===== src/rtl/beat_sequencer_pkg.sv =====
// Shared definitions for the beat sequencer slice.
//   ASCII_W : width of the key / display ASCII code.
//   state_t : controller state encoding.
// A buffer entry is packed as {ascii[ASCII_W-1:0], delta[DELTA_W-1:0]}, so the
// delta field always sits at bit 0 and the ASCII code starts at bit DELTA_W.
package beat_sequencer_pkg;

  localparam int ASCII_W = 7;

  typedef enum logic [2:0] {
    S_IDLE,
    S_RECORD,
    S_PLAY_LOAD,
    S_PLAY_WAIT,
    S_PLAY_EMIT
  } state_t;

endpackage


===== src/rtl/beat_sequencer_if.sv =====
// Control/status bundle between the keyboard front end, the sequencer and the
// display decoder.
//   rec_req/play_req/stop_req : single-cycle command pulses
//   key_valid/key_ascii       : key strobe from the PS/2 front end
//   disp_valid/disp_ascii     : code forwarded to the display decoder
//   recording/playing         : registered state flags
//   mem_full/entry_count      : buffer occupancy
// Modport slave is the sequencer side, master is the controlling side.
interface beat_sequencer_if
  import beat_sequencer_pkg::*;
#(
  parameter int DEPTH = 32
);

  localparam int CNT_W = $clog2(DEPTH) + 1;

  logic               rec_req;
  logic               play_req;
  logic               stop_req;
  logic               key_valid;
  logic [ASCII_W-1:0] key_ascii;
  logic [ASCII_W-1:0] disp_ascii;
  logic               disp_valid;
  logic               recording;
  logic               playing;
  logic               mem_full;
  logic [CNT_W-1:0]   entry_count;

  modport master (
    output rec_req, play_req, stop_req, key_valid, key_ascii,
    input  disp_ascii, disp_valid, recording, playing, mem_full, entry_count
  );

  modport slave (
    input  rec_req, play_req, stop_req, key_valid, key_ascii,
    output disp_ascii, disp_valid, recording, playing, mem_full, entry_count
  );

endinterface


===== src/rtl/beat_mem.sv =====
// Event buffer: simple dual-port RAM, DEPTH x WIDTH.
//   clock        : write and read clock
//   we/waddr/wdata : synchronous write port
//   re/raddr/rdata : synchronous read port, data valid one cycle after re
// Deliberately has no reset so it maps onto block RAM; contents survive a
// controller reset.
module beat_mem #(
  parameter int DEPTH = 32,
  parameter int WIDTH = 19
) (
  input  logic                     clock,
  input  logic                     we,
  input  logic [$clog2(DEPTH)-1:0] waddr,
  input  logic [WIDTH-1:0]         wdata,
  input  logic                     re,
  input  logic [$clog2(DEPTH)-1:0] raddr,
  output logic [WIDTH-1:0]         rdata
);

  logic [WIDTH-1:0] mem [DEPTH];

  always_ff @(posedge clock) begin
    if (we) begin
      mem[waddr] <= wdata;
    end
  end

  always_ff @(posedge clock) begin
    if (re) begin
      rdata <= mem[raddr];
    end
  end

endmodule


===== src/rtl/beat_sequencer.sv =====
// Record/playback controller for the note display path.
//   clock  : system clock, rising edge
//   resetn : asynchronous active-low reset
//   bus    : beat_sequencer_if.slave (commands, key strobe, display and status)
// While recording, each key is stored with the number of ticks since the
// previous key (saturating). Playback replays the entries, waiting the stored
// tick count before each one is forwarded to the display.
module beat_sequencer
  import beat_sequencer_pkg::*;
#(
  parameter int DEPTH    = 32,
  parameter int DELTA_W  = 12,
  parameter int TICK_DIV = 50000
) (
  input  logic             clock,
  input  logic             resetn,
  beat_sequencer_if.slave  bus
);

  localparam int ADDR_W  = $clog2(DEPTH);
  localparam int CNT_W   = ADDR_W + 1;
  localparam int PRESC_W = $clog2(TICK_DIV);
  localparam int ENTRY_W = ASCII_W + DELTA_W;

  state_t               state_reg, state_next;
  logic [PRESC_W-1:0]   presc_reg, presc_next;
  logic [DELTA_W-1:0]   delta_reg, delta_next;
  logic [CNT_W-1:0]     count_reg, count_next;
  logic [ADDR_W-1:0]    rd_reg, rd_next;
  logic [DELTA_W-1:0]   wait_reg, wait_next;
  logic [ASCII_W-1:0]   disp_ascii_reg, disp_ascii_next;
  logic                 disp_valid_reg, disp_valid_next;
  logic                 recording_reg, playing_reg, mem_full_reg;

  logic                 tick;
  logic                 mem_we, mem_re;
  logic [ENTRY_W-1:0]   mem_wdata, mem_rdata;
  logic [DELTA_W-1:0]   entry_delta;
  logic [ASCII_W-1:0]   entry_ascii;
  logic [CNT_W-1:0]     rd_plus1;

  assign tick        = (presc_reg == PRESC_W'(TICK_DIV - 1));
  assign entry_delta = mem_rdata[DELTA_W-1:0];
  assign entry_ascii = mem_rdata[DELTA_W +: ASCII_W];
  assign rd_plus1    = {1'b0, rd_reg} + CNT_W'(1);
  assign mem_wdata   = {bus.key_ascii, delta_reg};
  // The read address is only sampled in PLAY_LOAD, so the data is stable
  // throughout PLAY_WAIT and PLAY_EMIT.
  assign mem_re      = (state_reg == S_PLAY_LOAD);

  beat_mem #(
    .DEPTH (DEPTH),
    .WIDTH (ENTRY_W)
  ) u_mem (
    .clock (clock),
    .we    (mem_we),
    .waddr (count_reg[ADDR_W-1:0]),
    .wdata (mem_wdata),
    .re    (mem_re),
    .raddr (rd_reg),
    .rdata (mem_rdata)
  );

  always_ff @(posedge clock or negedge resetn) begin
    if (!resetn) begin
      state_reg      <= S_IDLE;
      presc_reg      <= '0;
      delta_reg      <= '0;
      count_reg      <= '0;
      rd_reg         <= '0;
      wait_reg       <= '0;
      disp_ascii_reg <= '0;
      disp_valid_reg <= 1'b0;
      recording_reg  <= 1'b0;
      playing_reg    <= 1'b0;
      mem_full_reg   <= 1'b0;
    end else begin
      state_reg      <= state_next;
      presc_reg      <= presc_next;
      delta_reg      <= delta_next;
      count_reg      <= count_next;
      rd_reg         <= rd_next;
      wait_reg       <= wait_next;
      disp_ascii_reg <= disp_ascii_next;
      disp_valid_reg <= disp_valid_next;
      // Status flags follow the state register, so they lag a transition by
      // one cycle.
      recording_reg  <= (state_reg == S_RECORD);
      playing_reg    <= (state_reg == S_PLAY_LOAD) || (state_reg == S_PLAY_WAIT) ||
                        (state_reg == S_PLAY_EMIT);
      mem_full_reg   <= (count_next == CNT_W'(DEPTH));
    end
  end

  always_comb begin
    state_next      = state_reg;
    presc_next      = presc_reg;
    delta_next      = delta_reg;
    count_next      = count_reg;
    rd_next         = rd_reg;
    wait_next       = wait_reg;
    disp_ascii_next = disp_ascii_reg;
    disp_valid_next = disp_valid_reg;
    mem_we          = 1'b0;

    // Prescaler parks at 0 in IDLE, so every RECORD/PLAY session starts on a
    // fresh tick phase.
    if (state_reg == S_IDLE || tick) begin
      presc_next = '0;
    end else begin
      presc_next = presc_reg + PRESC_W'(1);
    end

    case (state_reg)
      S_IDLE: begin
        disp_valid_next = 1'b0;
        if (!bus.stop_req) begin
          if (bus.rec_req) begin
            count_next = '0;
            delta_next = '0;
            presc_next = '0;
            state_next = S_RECORD;
          end else if (bus.play_req && count_reg != '0) begin
            rd_next    = '0;
            presc_next = '0;
            state_next = S_PLAY_LOAD;
          end
        end
      end

      S_RECORD: begin
        if (bus.stop_req) begin
          state_next = S_IDLE;
        end else begin
          if (tick && delta_reg != '1) begin
            delta_next = delta_reg + DELTA_W'(1);
          end
          if (bus.key_valid && count_reg < CNT_W'(DEPTH)) begin
            mem_we          = 1'b1;
            count_next      = count_reg + CNT_W'(1);
            delta_next      = '0;   // overrides a same-cycle tick increment
            disp_ascii_next = bus.key_ascii;
            disp_valid_next = 1'b1;
            if (count_reg + CNT_W'(1) == CNT_W'(DEPTH)) begin
              state_next = S_IDLE;
            end
          end
        end
      end

      S_PLAY_LOAD: begin
        if (bus.stop_req) begin
          disp_valid_next = 1'b0;
          state_next      = S_IDLE;
        end else begin
          wait_next  = '0;
          state_next = S_PLAY_WAIT;
        end
      end

      S_PLAY_WAIT: begin
        if (bus.stop_req) begin
          disp_valid_next = 1'b0;
          state_next      = S_IDLE;
        end else if (wait_reg == entry_delta) begin
          state_next = S_PLAY_EMIT;
        end else if (tick) begin
          wait_next = wait_reg + DELTA_W'(1);
        end
      end

      S_PLAY_EMIT: begin
        if (bus.stop_req) begin
          disp_valid_next = 1'b0;
          state_next      = S_IDLE;
        end else begin
          disp_ascii_next = entry_ascii;
          disp_valid_next = 1'b1;
          rd_next         = rd_reg + ADDR_W'(1);
          // disp_valid is dropped by IDLE on the following edge.
          state_next      = (rd_plus1 == count_reg) ? S_IDLE : S_PLAY_LOAD;
        end
      end

      default: begin
        state_next = S_IDLE;
      end
    endcase
  end

  assign bus.disp_ascii  = disp_ascii_reg;
  assign bus.disp_valid  = disp_valid_reg;
  assign bus.recording   = recording_reg;
  assign bus.playing     = playing_reg;
  assign bus.mem_full    = mem_full_reg;
  assign bus.entry_count = count_reg;

endmodule

===== src/flat_wrapper.sv =====
// flat-port wrapper written by rule: the top's interface ports become plain ports
module beat_sequencer_flat import beat_sequencer_pkg::*;
#(
  parameter int DEPTH    = 32,
  parameter int DELTA_W  = 12,
  parameter int TICK_DIV = 50000
)
  (clock, resetn, bus_rec_req, bus_play_req, bus_stop_req, bus_key_valid, bus_key_ascii, bus_disp_ascii, bus_disp_valid, bus_recording, bus_playing, bus_mem_full, bus_entry_count);
  beat_sequencer_if #(.DEPTH(DEPTH)) bus_i ();
  input  logic clock;
  input  logic resetn;
  input wire logic [$bits(bus_i.rec_req)-1:0] bus_rec_req;
  input wire logic [$bits(bus_i.play_req)-1:0] bus_play_req;
  input wire logic [$bits(bus_i.stop_req)-1:0] bus_stop_req;
  input wire logic [$bits(bus_i.key_valid)-1:0] bus_key_valid;
  input wire logic [$bits(bus_i.key_ascii)-1:0] bus_key_ascii;
  output wire logic [$bits(bus_i.disp_ascii)-1:0] bus_disp_ascii;
  output wire logic [$bits(bus_i.disp_valid)-1:0] bus_disp_valid;
  output wire logic [$bits(bus_i.recording)-1:0] bus_recording;
  output wire logic [$bits(bus_i.playing)-1:0] bus_playing;
  output wire logic [$bits(bus_i.mem_full)-1:0] bus_mem_full;
  output wire logic [$bits(bus_i.entry_count)-1:0] bus_entry_count;
  assign bus_i.rec_req = bus_rec_req;
  assign bus_i.play_req = bus_play_req;
  assign bus_i.stop_req = bus_stop_req;
  assign bus_i.key_valid = bus_key_valid;
  assign bus_i.key_ascii = bus_key_ascii;
  assign bus_disp_ascii = bus_i.disp_ascii;
  assign bus_disp_valid = bus_i.disp_valid;
  assign bus_recording = bus_i.recording;
  assign bus_playing = bus_i.playing;
  assign bus_mem_full = bus_i.mem_full;
  assign bus_entry_count = bus_i.entry_count;
  beat_sequencer #(.DEPTH(DEPTH), .DELTA_W(DELTA_W), .TICK_DIV(TICK_DIV)) u_core (.clock(clock), .resetn(resetn), .bus(bus_i));
endmodule

===== config.mk =====
export PLATFORM = sky130hd
export DESIGN_NAME = beat_sequencer_flat
export DESIGN_NICKNAME = d
export VERILOG_FILES = /design/src/rtl/beat_sequencer_pkg.sv /design/src/rtl/beat_sequencer_if.sv /design/src/rtl/beat_mem.sv /design/src/rtl/beat_sequencer.sv /design/src/flat_wrapper.sv
export SDC_FILE = /design/constraint.sdc
export NUM_CORES = 1
export LEC_CHECK = 0
export BUFFER_PORTS_ARGS = -buffer_cell sky130_fd_sc_hd__buf_2
export CAP_MARGIN = 25
export CORE_ASPECT_RATIO = 0.5
export CORE_UTILIZATION = 55
export DETAILED_ROUTE_END_ITERATION = 10
export GPL_ROUTABILITY_DRIVEN = 0
export MAX_ROUTING_LAYER = met4
export PLACE_DENSITY_LB_ADDON = 0.2
export SETUP_SLACK_MARGIN = 0.1
export SKIP_LAST_GASP = 1
export SLEW_MARGIN = 10
export SYNTH_ARGS = -nofsm -noshare
export SYNTH_HDL_FRONTEND = slang
export SYNTH_SLANG_ARGS = --single-unit

===== constraint.sdc =====
create_clock -name clock -period 2.78 [get_ports clock]
set_input_delay 0.417 -clock clock [delete_from_list [all_inputs] [get_ports clock]]
set_output_delay 0.417 -clock clock [all_outputs]
set_load 0.01 [all_outputs]

# Word level (Yosys, flattened, before mapping)
# Memories as Yosys holds them, arrays and structs flattened. A register that Yosys moved wholly into a read port is not among the register bits.
# Index checks and enable logic that the tools add are counted.
dict set report word_totals {
  reg_bits 65
  ram_bits 608
  in_bits 13
  out_inout_bits 17
  wordCells 118
  n_memories 1
}
dict set report op_classes {
  n_addsub 6
  n_lt_le_gt_ge 1
  n_eq_ne 27
  n_mux 52
  reduce_logical 20
}
# memory depth width rd rd_ports_with_merged_regs wr line
set memory_table {}
lappend memory_table {u_core.u_mem.mem 32 19 1 1 1 beat_mem.sv:20} ;# logic [WIDTH-1:0] mem [DEPTH];
# operator count
set op_table {}
lappend op_table {{two-way mux 12 bit} 9}
lappend op_table {{two-way mux 16 bit} 5}
lappend op_table {{one-hot mux 12 bit (2 select lines)} 2}
lappend op_table {{two-way mux 3 bit} 9}
lappend op_table {{adder 12 x 1 -> 12 bit (second input constant)} 2}
lappend op_table {{two-way mux 6 bit} 4}
lappend op_table {{two-way mux 7 bit} 3}
lappend op_table {{two-way mux 5 bit} 4}
lappend op_table {{!= test 2 bit (second input constant)} 10}
lappend op_table {{AND reduction 5 bit} 4}
lappend op_table {{adder 16 x 1 -> 16 bit (second input constant)} 1}
lappend op_table {{== test 16 bit (second input constant)} 1}
lappend op_table {{!= test 3 bit (second input constant)} 5}
lappend op_table {{one-hot mux 3 bit (5 select lines)} 1}
lappend op_table {{one-hot mux 7 bit (2 select lines)} 1}
lappend op_table {{== test 12 bit} 1}
lappend op_table {{== test 6 bit (second input constant)} 2}
lappend op_table {{!= test 12 bit (second input constant)} 1}
lappend op_table {{one-hot mux 6 bit (2 select lines)} 1}
lappend op_table {{one-hot mux 5 bit (2 select lines)} 1}
lappend op_table {{two-way mux 1 bit} 9}
lappend op_table {{AND reduction 4 bit} 2}
lappend op_table {{nonzero test 2 bit} 4}
lappend op_table {{adder 5 x 1 -> 6 bit (second input constant)} 1}
lappend op_table {{other kinds (16)} 23}

# Longest topological paths before layout
dict set report logic_depth {
  word_depth 7
  mapped_depth 9
  mapped_depth_nobuf 8
}

# Modules after synthesis
# Synthesis repeated with hierarchy kept, for this count alone.
dict set report unflattened {
  hier_cells 1750
  hier_area_um2 28157.0
}
# mod instances cells_each area_each_um2 seq_area_each_um2
set by_module_without_submodules {}
lappend by_module_without_submodules {beat_mem 1 1346 24435.9 18828.1}
lappend by_module_without_submodules {beat_sequencer 1 404 3721.1 1626.6}

# Worst setup path after synthesis
# Ideal clock, no wire load.
dict set report synth_path {
  path_kind {reg2reg}
  start {register u_core.state_reg[1]}
  end {memory u_core.u_mem.mem[31][0], enable pin}
  setup_time_ps 395
  arrival_ps 2279
  required_time_ps 2385
  setup_slack_ps 107
  path_stages_with_launch 6
  n_path_buf 1
  period_less_slack_ps 2673
  path_cell_list {dfrtp_1 > buf_2 > nand2b_1 > nor4_2 > nand2_1 > nor2_1}
}
dict set report synth_between {
  elab_chain_len 4
}
# item line
set synth_rtl {}
lappend synth_rtl {{start: declaration} beat_sequencer.sv:25} ;# state_t state_reg, state_next;
lappend synth_rtl {{start signal: assignment} beat_sequencer.sv:78} ;# state_reg <= state_next;
lappend synth_rtl {{== test 3 x 1 -> 1 bit} beat_sequencer.sv:114} ;# case (state_reg)
lappend synth_rtl {{two-way mux 1 bit} beat_sequencer.sv:114}
lappend synth_rtl {{two-way mux 1 bit} beat_mem.sv:23} ;# if (we) begin
lappend synth_rtl {{two-way mux 1 bit (implied by the code)} beat_mem.sv:24} ;# mem[waddr] <= wdata;
lappend synth_rtl {{end: declaration} beat_mem.sv:20}
# Every way passes these cells.

==> flow_summary_export.csv <==
group,metric,value,unit
hold_path,worstHoldEndpoint,"u_core.bus.entry_count[5]",
critical_path,rr_endpoint,"u_core.u_mem.rdata[9]",
critical_path,critical_path_peak_fanout,37,
global_route,grt.overflow.total,0,
critical_path,crit_path_end_kind,"flip-flop",
timing,timing.final.hold_violations,0,
logic_synthesis,ys_seq_area_frac,0.746,
logic_synthesis,synth.ff_latch_count,692,
route,antenna_left,0,
logic_synthesis,synthSimpleGateAreaFrac,0.0373,
floorplanning,core_area,48900,sq um
placement,place_worst_setup_slack,0.136,ns
logic_synthesis,main_combinational_cell_family_by_area_after_synthesis,"multiplexers",
placement,detailedPlacementHpwl,39100,um
placement,dpl-instance-area,29100,sq um
route,drt_iter0_markers,2043,
critical_path,critPathRequiredTime,3.14,ns
critical_path,cp_class,"flip-flop to flip-flop",
route,drc_errors,0,
clock_network,cts_num_sinks,692,
floorplanning,die_w,318,um
clock_network,cts_htree_levels,2,
hold_path,min_from,"bus_key_valid",
timing,timing_worst_slew_pin_value,0.740,ns
critical_path,timing.reg2reg.worst_path_depth,4,
critical_path,critPathMostFrequentCell,"sky130_fd_sc_hd__mux4_2",
floorplanning,ioPinCount,30,
cells_and_area,final_design_area_no_fill,30900,sq um
critical_path,worst-endpoint-arrival,2.96,ns
critical_path,cpMaxStageDelayCell,"sky130_fd_sc_hd__mux4_2",
logic_synthesis,yosys_warnings,0,
pwr,sequentialPowerShare,0.582,
cells_and_area,largest_register_ffs,608,
pwr,power_switching,4.04,mW
global_route,global_route_wire_length_before_repair,95300,um
clock_network,clkSlewWorstSetupHoldPaths,0.07,ns
route,detailedRoute.firstPassIterationCount,5,
logic_synthesis,synth-xor-area-share,0.0137,
logic_synthesis,post_synth_num_cell_types,59,
clock_network,clock_latency_at_the_later_pin_of_the_worst_skew_pair,0.60,ns
outcome,status,"complete, no violations",
critical_path,max_stage_delay,0.59,ns
timing,timing.fmax,0.385,GHz
placement,portBuffers,29,
logic_synthesis,synth_flop_cell,"sky130_fd_sc_hd__edfxtp_1",
logic_synthesis,postSynthNetCount,1346,
timing,fin_crit,2.60,ns
logic_synthesis,synth_edf_count,627,
clock_network,ctsResizeCount,0,
timing,worst_clock_skew,0.0171,ns
timing,grt_setup_unrepaired,"false",
pwr,power_leakage,10.4,nW
global_route,maximum_number_of_pins_on_one_net_before_global_route_repair,38,
clock_network,cts_root_buf,"sky130_fd_sc_hd__clkbuf_16",
timing,max_slew_margin,0.507,
logic_synthesis,mappedNetlistArea,27400,sq um
route,drt_wl_total,64800,um
critical_path,r2r_setup_slack,0.18,ns
global_route,antenna_violations_before_repair,4,
logic_synthesis,post_synth.cell_area_avg,20.7,sq um
flow_run,number_of_maximum_capacitance_violations,0,
floorplanning,row_count,57,
clock_network,numCtsBuffers,57,
floorplanning,floorplan.initialDensity,0.561,
route,via_count,14019,
logic_synthesis,async_flop_share,0.0939,
logic_synthesis,synth_compound_area_frac,0.0185,
timing,fin_crit_sh,0.935,
pwr,clock_power_share,0.392,
logic_synthesis,muxShareOfSynthArea,0.167,
pwr,combPwrFrac,0.026,
floorplanning,dieArea,50800,sq um
timing,setup_total_negative_slack,0,ns
timing,setup_viol,0,
cells_and_area,syn2layout_area_growth,12.8,%
global_route,globalRouteTotalUtil,0.270,
timing,final_worst_path_setup_slack,0.179,ns
timing,drv_slew,0,
critical_path,crit-reg2reg-launch,"u_core.rd_reg[0]",
floorplanning,fp.dieH,160,um
clock_network,cts_max_path_buffers,3,
global_route,grt_pass1_vias,13853,
critical_path,worstSetupStartpointType,"flip-flop",
pwr,intPower,15.6,mW
pwr,sw_frac_of_total,0.206,
logic_synthesis,post_synth_inst_count,1324,
cells_and_area,finalNetCount,1472,
route,vias_per_cell,6.54,
cells_and_area,drive_above_1_share,0.307,
hold_path,min_delay_worst_type,"input pin to flip-flop",
route,post_drt_wl_per_cell,30.2,um
pwr,worst_ir_drop_vdd,0.000521,V
hold_path,timing.hold.worst_path_depth,3,
pwr,cellPowerDensity,635,nW/um^2
logic_synthesis,synth-adder-area-share,0.00411,
clock_network,tritoncts,"yes",
critical_path,path_cells,"buf_12 > mux4_2 > mux4_2 > mux2_2",
Yosys cell counts, drive strengths merged (3+ instances only):
cell     number  area [sq um]
a2111oi       3          45.0
a211oi        4          30.0
a21o          3          22.5
a21oi        12          63.8
a31oi         3          18.8
and2          5          31.3
and3          7          43.8
buf          29           189
clkbuf       32           120
dfrtp        65          1630
edfxtp      627         18800
ha            9           113
inv          11          41.3
mux2         19           214
mux2i         9          90.1
mux4        190          4280
nand2        43           161
nand2b        5          31.3
nand3        24           120
nand3b        4          30.0
nand4        13          81.3
nor2         78           293
nor3         15          75.1
o21a          3          22.5
o21ai        33           169
or3           4          25.0
xnor2        33           289
xor2         10          87.6
worst max path at each step:
stage | endpoint | slack [ns] | startpoint
floorplan | u_core.u_mem.mem[31][0] | 0.11 | u_core.state_reg[1]
global placement | u_core.u_mem.rdata[1] | 0.14 | u_core.rd_reg[1]
detailed placement | u_core.u_mem.rdata[18] | 0.14 | u_core.rd_reg[1]
CTS | u_core.u_mem.rdata[1] | 0.12 | u_core.rd_reg[1]
global route | u_core.u_mem.mem[21][18] | 0.11 | u_core.bus.entry_count[5]
finish | u_core.u_mem.rdata[9] | 0.18 | u_core.rd_reg[0]
metrics by stage:
step	std cells	utilization	power [mW]	hold slack, ns
2_1_floorplan	1324	-	11.9	0.121
3_3_place_gp	2038	0.596	12.1	0.437
3_5_place_dp	2038	0.596	12.2	0.466
4_1_cts	2142	0.633	19.7	0.182
5_1_grt	2144	0.633	20.2	0.222
6_report	2144	0.633	19.6	0.200
area by class of cell:
class,count,area (sq um)
well taps,649,812
repair buffers,128,1160
fillers,3187,17900
inverters,11,41.3
multi-input cells,560,6690
diodes,1,2.50
clock inverters,37,282
flip-flops and latches,692,20500
clock buffers,66,1470
per-layer routing:
| layer | vias to the layer above | global-route usage | wire length, um |
|---|---|---|---|
| met1 | 7522 | 0.406 | 27500 |
| met3 | 90 | 0.0432 | 6280 |
| met2 | 722 | 0.403 | 30000 |
| met4 | 0 | 0.0432 | 1010 |
| met5 | - | - | 0 |
| li1 | 5685 | - | - |
cell usage in the layout (no fill, tap or decap), drive strengths merged, types with 15 or more instances in the layout:
master	instances
mux2	19
buf	127
xnor2	33
clkbuf	66
nor3	15
clkinv	31
edfxtp	627
nand3	24
nand2	43
dfrtp	65
nor2	78
mux4	190
o21ai	33
critical path: cells and delay by family (launching register included):
family,cells,cell delay (ns)
buf+inv,1,0.31
flops,1,0.54
mux,3,1.47
logic make-up after synthesis:
group | Yosys count
AND/OR/NAND/NOR | 213
AO/OA/AOI/OAI | 77
buffers and inverters | 72
flip-flops | 692
adder cells (fa/ha/maj) | 9
multiplexers | 218
XOR/XNOR | 43
timing repair:
action                     in CTS  in global routing
hold buffers                    1                  0
setup endpoints to repair       0                  1
setup buffers                   0                  1
hold endpoints to repair       26                  0
power by group through the flow:
stage,Sequential [mW],Clock (mW),Combinational [mW]
final,11.4,7.69,0.509
after global routing,11.4,8.22,0.554
after CTS,11.4,7.79,0.507
after detailed placement,11.7,0,0.504
after global placement,11.6,0,0.481
after floorplan,11.7,0,0.207
Note: power is estimated with default switching activity, not from simulation.
